File: config.mk
export PLATFORM = sky130hd
export DESIGN_NAME = processor
export DESIGN_NICKNAME = d
export VERILOG_FILES = /design/src/rtl/processor.sv
export SDC_FILE = /design/constraint.sdc
export NUM_CORES = 1
export LEC_CHECK = 0
export ABC_AREA = 1
export ABC_CLOCK_PERIOD_IN_PS = 4270
export CAP_MARGIN = 20
export CORE_ASPECT_RATIO = 0.75
export CORE_UTILIZATION = 48
export CTS_CLUSTER_DIAMETER = 150
export DETAILED_ROUTE_END_ITERATION = 7
export PLACE_DENSITY_LB_ADDON = 0.2
export SETUP_SLACK_MARGIN = 0.05
export SKIP_CTS_REPAIR_TIMING = 1
export SYNTH_ARGS = -nofsm -noshare
export SYNTH_HDL_FRONTEND = slang
export SYNTH_SLANG_ARGS = --single-unit
File: constraint.sdc
create_clock -name clock -period 4.27 [get_ports clock]
set_input_delay 0.427 -clock clock [delete_from_list [all_inputs] [get_ports clock]]
set_output_delay 0.427 -clock clock [all_outputs]
set_load 0.03 [all_outputs]
File: src/rtl/processor.sv
// asm18 single-cycle 18-bit RISC core: fetch from async code memory, execute, retire.
// Ports: clock, reset (sync, active-high), code_addr (PC out), code_word (instruction in).
module processor_regs #(
  parameter int WORD_SIZE = 18
) (
  input  logic                 clock,
  input  logic                 reset,
  input  logic                 we,
  input  logic [2:0]           wa,
  input  logic [WORD_SIZE-1:0] wd,
  input  logic [2:0]           ra_a,
  output logic [WORD_SIZE-1:0] rd_a,
  input  logic [2:0]           ra_b,
  output logic [WORD_SIZE-1:0] rd_b
);

  logic [WORD_SIZE-1:0] regs [0:7];

  assign rd_a = regs[ra_a];
  assign rd_b = regs[ra_b];

  always_ff @(posedge clock) begin
    if (reset) begin
      for (int i = 0; i < 8; i++) begin
        regs[i] <= '0;
      end
    end else if (we) begin
      regs[wa] <= wd;
    end
  end

endmodule

module processor #(
  parameter int ADDR_SIZE = 18,
  parameter int WORD_SIZE = 18
) (
  input  logic                 clock,
  input  logic                 reset,
  output logic [ADDR_SIZE-1:0] code_addr,
  input  logic [WORD_SIZE-1:0] code_word
);

  typedef enum logic [3:0] {
    OP_NOP  = 4'h0,
    OP_MOVI = 4'h1,
    OP_ADD  = 4'h2,
    OP_SUB  = 4'h3,
    OP_AND  = 4'h4,
    OP_OR   = 4'h5,
    OP_XOR  = 4'h6,
    OP_ADDI = 4'h7,
    OP_JMP  = 4'h8,
    OP_JZ   = 4'h9,
    OP_JNZ  = 4'hA,
    OP_SHL  = 4'hB,
    OP_SHR  = 4'hC,
    OP_HALT = 4'hD
  } op_t;

  logic [ADDR_SIZE-1:0] pc;
  logic [ADDR_SIZE-1:0] pc_next;
  logic                 halted;
  logic                 halt_next;

  logic [3:0] op;
  logic [2:0] rd;
  logic [2:0] rs1;
  logic [2:0] rs2;

  logic [WORD_SIZE-1:0] imm11_w;
  logic [WORD_SIZE-1:0] imm8_w;
  logic [ADDR_SIZE-1:0] imm11_a;
  logic [ADDR_SIZE-1:0] imm14_a;

  logic                 we;
  logic [WORD_SIZE-1:0] wd;
  logic [2:0]           ra_a;
  logic [WORD_SIZE-1:0] va;
  logic [WORD_SIZE-1:0] vb;

  assign op  = code_word[17:14];
  assign rd  = code_word[13:11];
  assign rs1 = code_word[10:8];
  assign rs2 = code_word[7:5];

  assign imm11_w = {{(WORD_SIZE-11){code_word[10]}}, code_word[10:0]};
  assign imm8_w  = {{(WORD_SIZE-8){code_word[7]}}, code_word[7:0]};
  assign imm11_a = {{(ADDR_SIZE-11){code_word[10]}}, code_word[10:0]};
  assign imm14_a = {{(ADDR_SIZE-14){1'b0}}, code_word[13:0]};

  // Branches test rd, so port A is steered to rd for JZ/JNZ.
  assign ra_a = (op == OP_JZ || op == OP_JNZ) ? rd : rs1;

  assign code_addr = pc;

  processor_regs #(
    .WORD_SIZE(WORD_SIZE)
  ) registers (
    .clock(clock),
    .reset(reset),
    .we   (we & ~halted),
    .wa   (rd),
    .wd   (wd),
    .ra_a (ra_a),
    .rd_a (va),
    .ra_b (rs2),
    .rd_b (vb)
  );

  always_comb begin
    we        = 1'b0;
    wd        = '0;
    pc_next   = pc + 1'b1;
    halt_next = halted;
    unique case (op)
      OP_MOVI: begin
        we = 1'b1;
        wd = imm11_w;
      end
      OP_ADD: begin
        we = 1'b1;
        wd = va + vb;
      end
      OP_SUB: begin
        we = 1'b1;
        wd = va - vb;
      end
      OP_AND: begin
        we = 1'b1;
        wd = va & vb;
      end
      OP_OR: begin
        we = 1'b1;
        wd = va | vb;
      end
      OP_XOR: begin
        we = 1'b1;
        wd = va ^ vb;
      end
      OP_ADDI: begin
        we = 1'b1;
        wd = va + imm8_w;
      end
      OP_JMP: begin
        pc_next = imm14_a;
      end
      OP_JZ: begin
        if (va == '0) pc_next = pc + imm11_a;
      end
      OP_JNZ: begin
        if (va != '0) pc_next = pc + imm11_a;
      end
      OP_SHL: begin
        we = 1'b1;
        wd = {va[WORD_SIZE-2:0], 1'b0};
      end
      OP_SHR: begin
        we = 1'b1;
        wd = {1'b0, va[WORD_SIZE-1:1]};
      end
      OP_HALT: begin
        pc_next   = pc;
        halt_next = 1'b1;
      end
      default: begin
      end
    endcase
  end

  always_ff @(posedge clock) begin
    if (reset) begin
      pc     <= '0;
      halted <= 1'b0;
    end else if (!halted) begin
      pc     <= pc_next;
      halted <= halt_next;
    end
  end

endmodule

---- After elaboration in Yosys (flattened, before gate mapping) ----
Memory sizes are Yosys's and may differ from the RTL's.
Cells that the tools add are included.
storage, ports and cells
  bits in registers ....................... 19
  bits in writable memories ............... 144
  bits of input ports ..................... 20
  output and inout port bits .............. 18
  word-level logic and storage cells ...... 49
  memories kept ........................... 1
memory list
  memory          depth  bits a word  rd ports  clocked after memory_dff  write ports  line  RTL
  registers.regs  8      18           2         0                         8            17    logic [WORD_SIZE-1:0] regs [0:7];
cells by class
  add/subtract/negate cells ............... 5
  equal/unequal tests ..................... 13
  multiplexer cells ....................... 16
  bitwise gates (word level) .............. 6
  reductions and logical operators ........ 6
operator list
  kind                     number
  $pmux W18 S9             1
  $pmux W18 S4             1
  $add A18 B18 Y18         3
  $mux W18                 3
  $eq A4 B4 Y1 const B     6
  $add A18 B1 Y18 const B  1
  $and A18 B18 Y18         1
  $logic_not A18 Y1        1
  $or A18 B18 Y18          1
  $reduce_bool A18 Y1      1
  $reduce_or A18 Y1        1
  $sub A18 B18 Y18         1
  $xor A18 B18 Y18         1
  $eq A4 B3 Y1 const B     4
  $mux W1                  9
  $reduce_or A9 Y1         1
  $eq A4 B2 Y1 const B     2
  $mux W3                  2
  $eq A4 B1 Y1 const B     1
  $not A1 Y1               2
  $reduce_and A2 Y1        1
  $and A1 B1 Y1            1
  $logic_or A1 B1 Y1       1

---- Depth between registers and ports, before layout ----
  depth in word-level cells ............... 9
  mapped depth ............................ 32
  mapped depth without buffers ............ 31

---- Hierarchy ----
Synthesis repeated with hierarchy kept, for this count alone.
unflattened totals
  cells, all modules ...................... 2071
  area total of the unflattened synthesis .. 13877.1 µm²
by module, submodules not included
  module          instances  cells an instance  area each (µm²)
  processor_regs  1          1154               8455.6
  processor       1          917                5421.4

---- Worst setup path after synthesis ----
OpenSTA, ideal clock, no wires.
  kind .................................... input -> register
  start ................................... in code_word[6]
  end ..................................... mem registers.regs[0][13], data pin
  data arrival time ....................... 4.001 ns
  data required time ...................... 3.992 ns
  path slack .............................. -0.010 ns
  stages .................................. 25
  cells stage by stage .................... inv_1 clkbuf_1 clkbuf_1 nand2_1 o21ai_0 nand2_1 nand2_1 inv_1 ha_1 o21ai_0 o221ai_1 ha_1 and3_1 nor2_1 o21ai_0 nand2_1 nand2_1 inv_1 o21ai_0 nand3_1 nand2_1 nand2_1 nor3b_1 nor3_1 nor2_1
RTL lines
  item             line  RTL
  start, declared  41    input logic [WORD_SIZE-1:0] code_word
  end, declared    17

==> results_dict.tcl <==
set metrics [dict create \
    numCtsBuffers 17 \
    layout_commonest_cell "nand2_1" \
    slew_headroom_pct 26.13 \
    htree_levels 4 \
    grt-ovfl-total 0 \
    die_h_um 148.4 \
    dr.pass1.iters 6 \
    coreArea_um2 28050 \
    antenna_found_initial 0 \
    place_area_um2 16000 \
    wl_per_cell_um 19.16 \
    holdCritStartpoint "code_addr[17]" \
    holdPathStages 2 \
    synth_edf_count 144 \
    path_clk_slew_ps 70 \
    rows 53 \
    synthesis.area_um2 13720 \
    drc 0 \
    ys.flop_type "edfxtp_1" \
    grt_pass1_wl_um 76590 \
    yosys_warnings 0 \
    crit_buf_inv 8 \
    maxCapViolations 0 \
    die_area_um2 29270 \
    critPathLaunchType "input pin" \
    crit_slowest_cell "ha_1" \
    ctsLongestPathBuffers 2 \
    min_period_over_period_pct 94.46 \
    grt_usage_pct 34.48 \
    power_density_nw_per_um2 318.7 \
    vias_per_cell 5.643 \
    nets 2313 \
    floorplan.initialDensity_pct 48.90 \
    async_reset_ff_share_pct 0 \
    cp_top_family "buffers and inverters" \
    synthesis.nets 2104 \
    synth.area.top_cells "edfxtp_1, nand2_1, nand3_1, inv_1, ha_1" \
    r2r-end "registers.regs[4][13]" \
    drt-total-wl_um 50140 \
    postLayoutCellArea_um2 16930 \
    antenna_cells 0 \
    yosysUniqueCellTypes 52 \
    cts-root-buf "clkbuf_16" \
    hold_path_class "flip-flop to flip-flop" \
    drt_iter0_markers 1887 \
    grt_util_met2_pct 51.80 \
    drv_slew 0 \
    grt_use_met1_pct 49.02 \
    finalPower_mw 5.396 \
    r2r_cells 26 \
    dieWidth_um 197.2 \
    drive_gt1_share_pct 15.82 \
    grt_pass1_vias 13610 \
    period_needed_ps 4034 \
    grt_max_degree 44 \
    ir_worst_vdd_mv 0.3232 \
    yosysSeqAreaShare_pct 34.29 \
    dp_hpwl_um 36690 \
    end_kind "flip-flop" \
    r2r_start "registers.regs[6][0]" \
    finalWeightedCongestion 1.011 \
    ant_nets 0 \
    p_leak_nw 8.178 \
    grt_util_met3_pct 7.732 \
    finish.utilization_pct 60.35 \
    cpMostUsedCell "buf_4" \
    synth_top_area_share_pct 31.52 \
    clock_sinks 163 \
    crit_path_max_incr_delay_ps 300 \
    setup_viol 0 \
    max_slew.worst_pin.slew_ps 1107 \
    insertion_delay_ps 450 \
    fmax_ghz 0.2479 \
    hold_viol 0 \
    skew_ps 14.15 \
    io_pins 38 \
    worstHoldEndpoint "code_addr[17]" \
    avgSynthCellArea_um2 6.825 \
    top_usage_layer "met2" \
    arrival_ps 4230 \
    syn_to_final_growth_pct 23.39 \
    critical_path_class "input pin to flip-flop" \
    crit_fanout 8 \
    worst_hold_slack_ps 524.5 \
    cts_tree "built" \
    syn-instance-count 2010 \
    portBuffers 37 \
    status "finished, final reports clean" \
    worstPathRequired_ps 4470 \
    synth-seq-cells 163 \
    netlist.top_cell.by_area "edfxtp_1" \
    via_count 14767 \
    final_cell_mix "nand2_1, nand3_1, inv_1" \
    r2r_slack_ps 290 \
]
-- layout make-up --
class | count | area, µm²
well taps | 385 | 481.7
repair buffers | 273 | 2328
clock inverters | 15 | 166.4
flip-flops and latches | 163 | 4705
fillers | 2608 | 11120
multi-input cells | 1502 | 7835
inverters | 262 | 985.9
clock buffers | 17 | 425.4
-- sequential cells by signal, summed over array words and instances, names as in the netlist --
signal	count
registers.regs	144
code_addr	18
halted	1
-- Yosys cell counts, types with 4 or more instances --
cell         n
o221ai_1     9
o21ai_1      5
xnor2_1     16
buf_2       18
buf_1        5
nor3_1      10
inv_1      257
a22oi_1      8
o2111ai_1    5
nand2_1    624
a221oi_1    12
ha_1        72
o21ai_0     65
edfxtp_1   144
o22ai_1      9
dfxtp_1     19
nand2_2     11
clkbuf_1    40
o211ai_1     7
a21oi_1     93
buf_4       11
nor2_1     189
nand3_1    302
xor2_1      18
a31oi_1      4
buf_6        9
-- kinds of logic after synthesis --
| kind of cell | Yosys count | share of synthesized area, % |
|---|---|---|
| buf+inv | 345 | 10.40 |
| compound gates | 235 | 10.41 |
| xor+xnor | 34 | 2.171 |
| fa+ha+maj | 74 | 6.859 |
| flops | 163 | 34.29 |
| simple gates | 1159 | 35.87 |
-- metal layers --
metal	part of all wire [%]	wire (µm)
met5	0	0
met4	2.9	1476
met2	42	21240
met1	43	21360
met3	12	6064
-- report_power, final --
part	switching (mW)	total, mW	leakage (nW)	internal [mW]
logic	1.15	1.90	6.24	0.746
clock network	0.737	1.62	0.290	0.879
registers	0.0662	1.88	1.64	1.81
total	1.95	5.40	8.18	3.44
-- per-stage QoR --
step           TNS (ps)  worst slack (ps)  std cells
6_report              0             236.5       2617
5_1_grt          -258.6            -35.26       2617
4_1_cts           -1348            -110.4       2611
3_5_place_dp     -31710            -539.7       2579
3_3_place_gp     -26370            -472.6       2579
2_1_floorplan         0             84.69       2010
-- worst max path at each step --
stage                               from                    end  slack, ps  depth (start not counted)
floorplan                   code_word[6]  registers.regs[0][12]         80                         25
global placement            code_word[7]  registers.regs[2][17]       -470                         27
detailed placement          code_word[7]  registers.regs[1][17]       -540                         27
CTS                         code_word[7]  registers.regs[1][17]       -110                         27
global route        registers.regs[2][0]  registers.regs[6][13]        -40                         28
finish                      code_word[6]  registers.regs[2][16]        240                         27
-- worst reg2reg max path: cells and delay by family, from the launching register on --
family | cells | cell delay, ps
adder cells (fa/ha/maj) | 2 | 480
AO/OA/AOI/OAI | 7 | 1070
flip-flops | 1 | 400
buffers and inverters | 6 | 650
AND/OR/NAND/NOR | 11 | 1130
No activity file was read; power rests on OpenSTA's default activity.
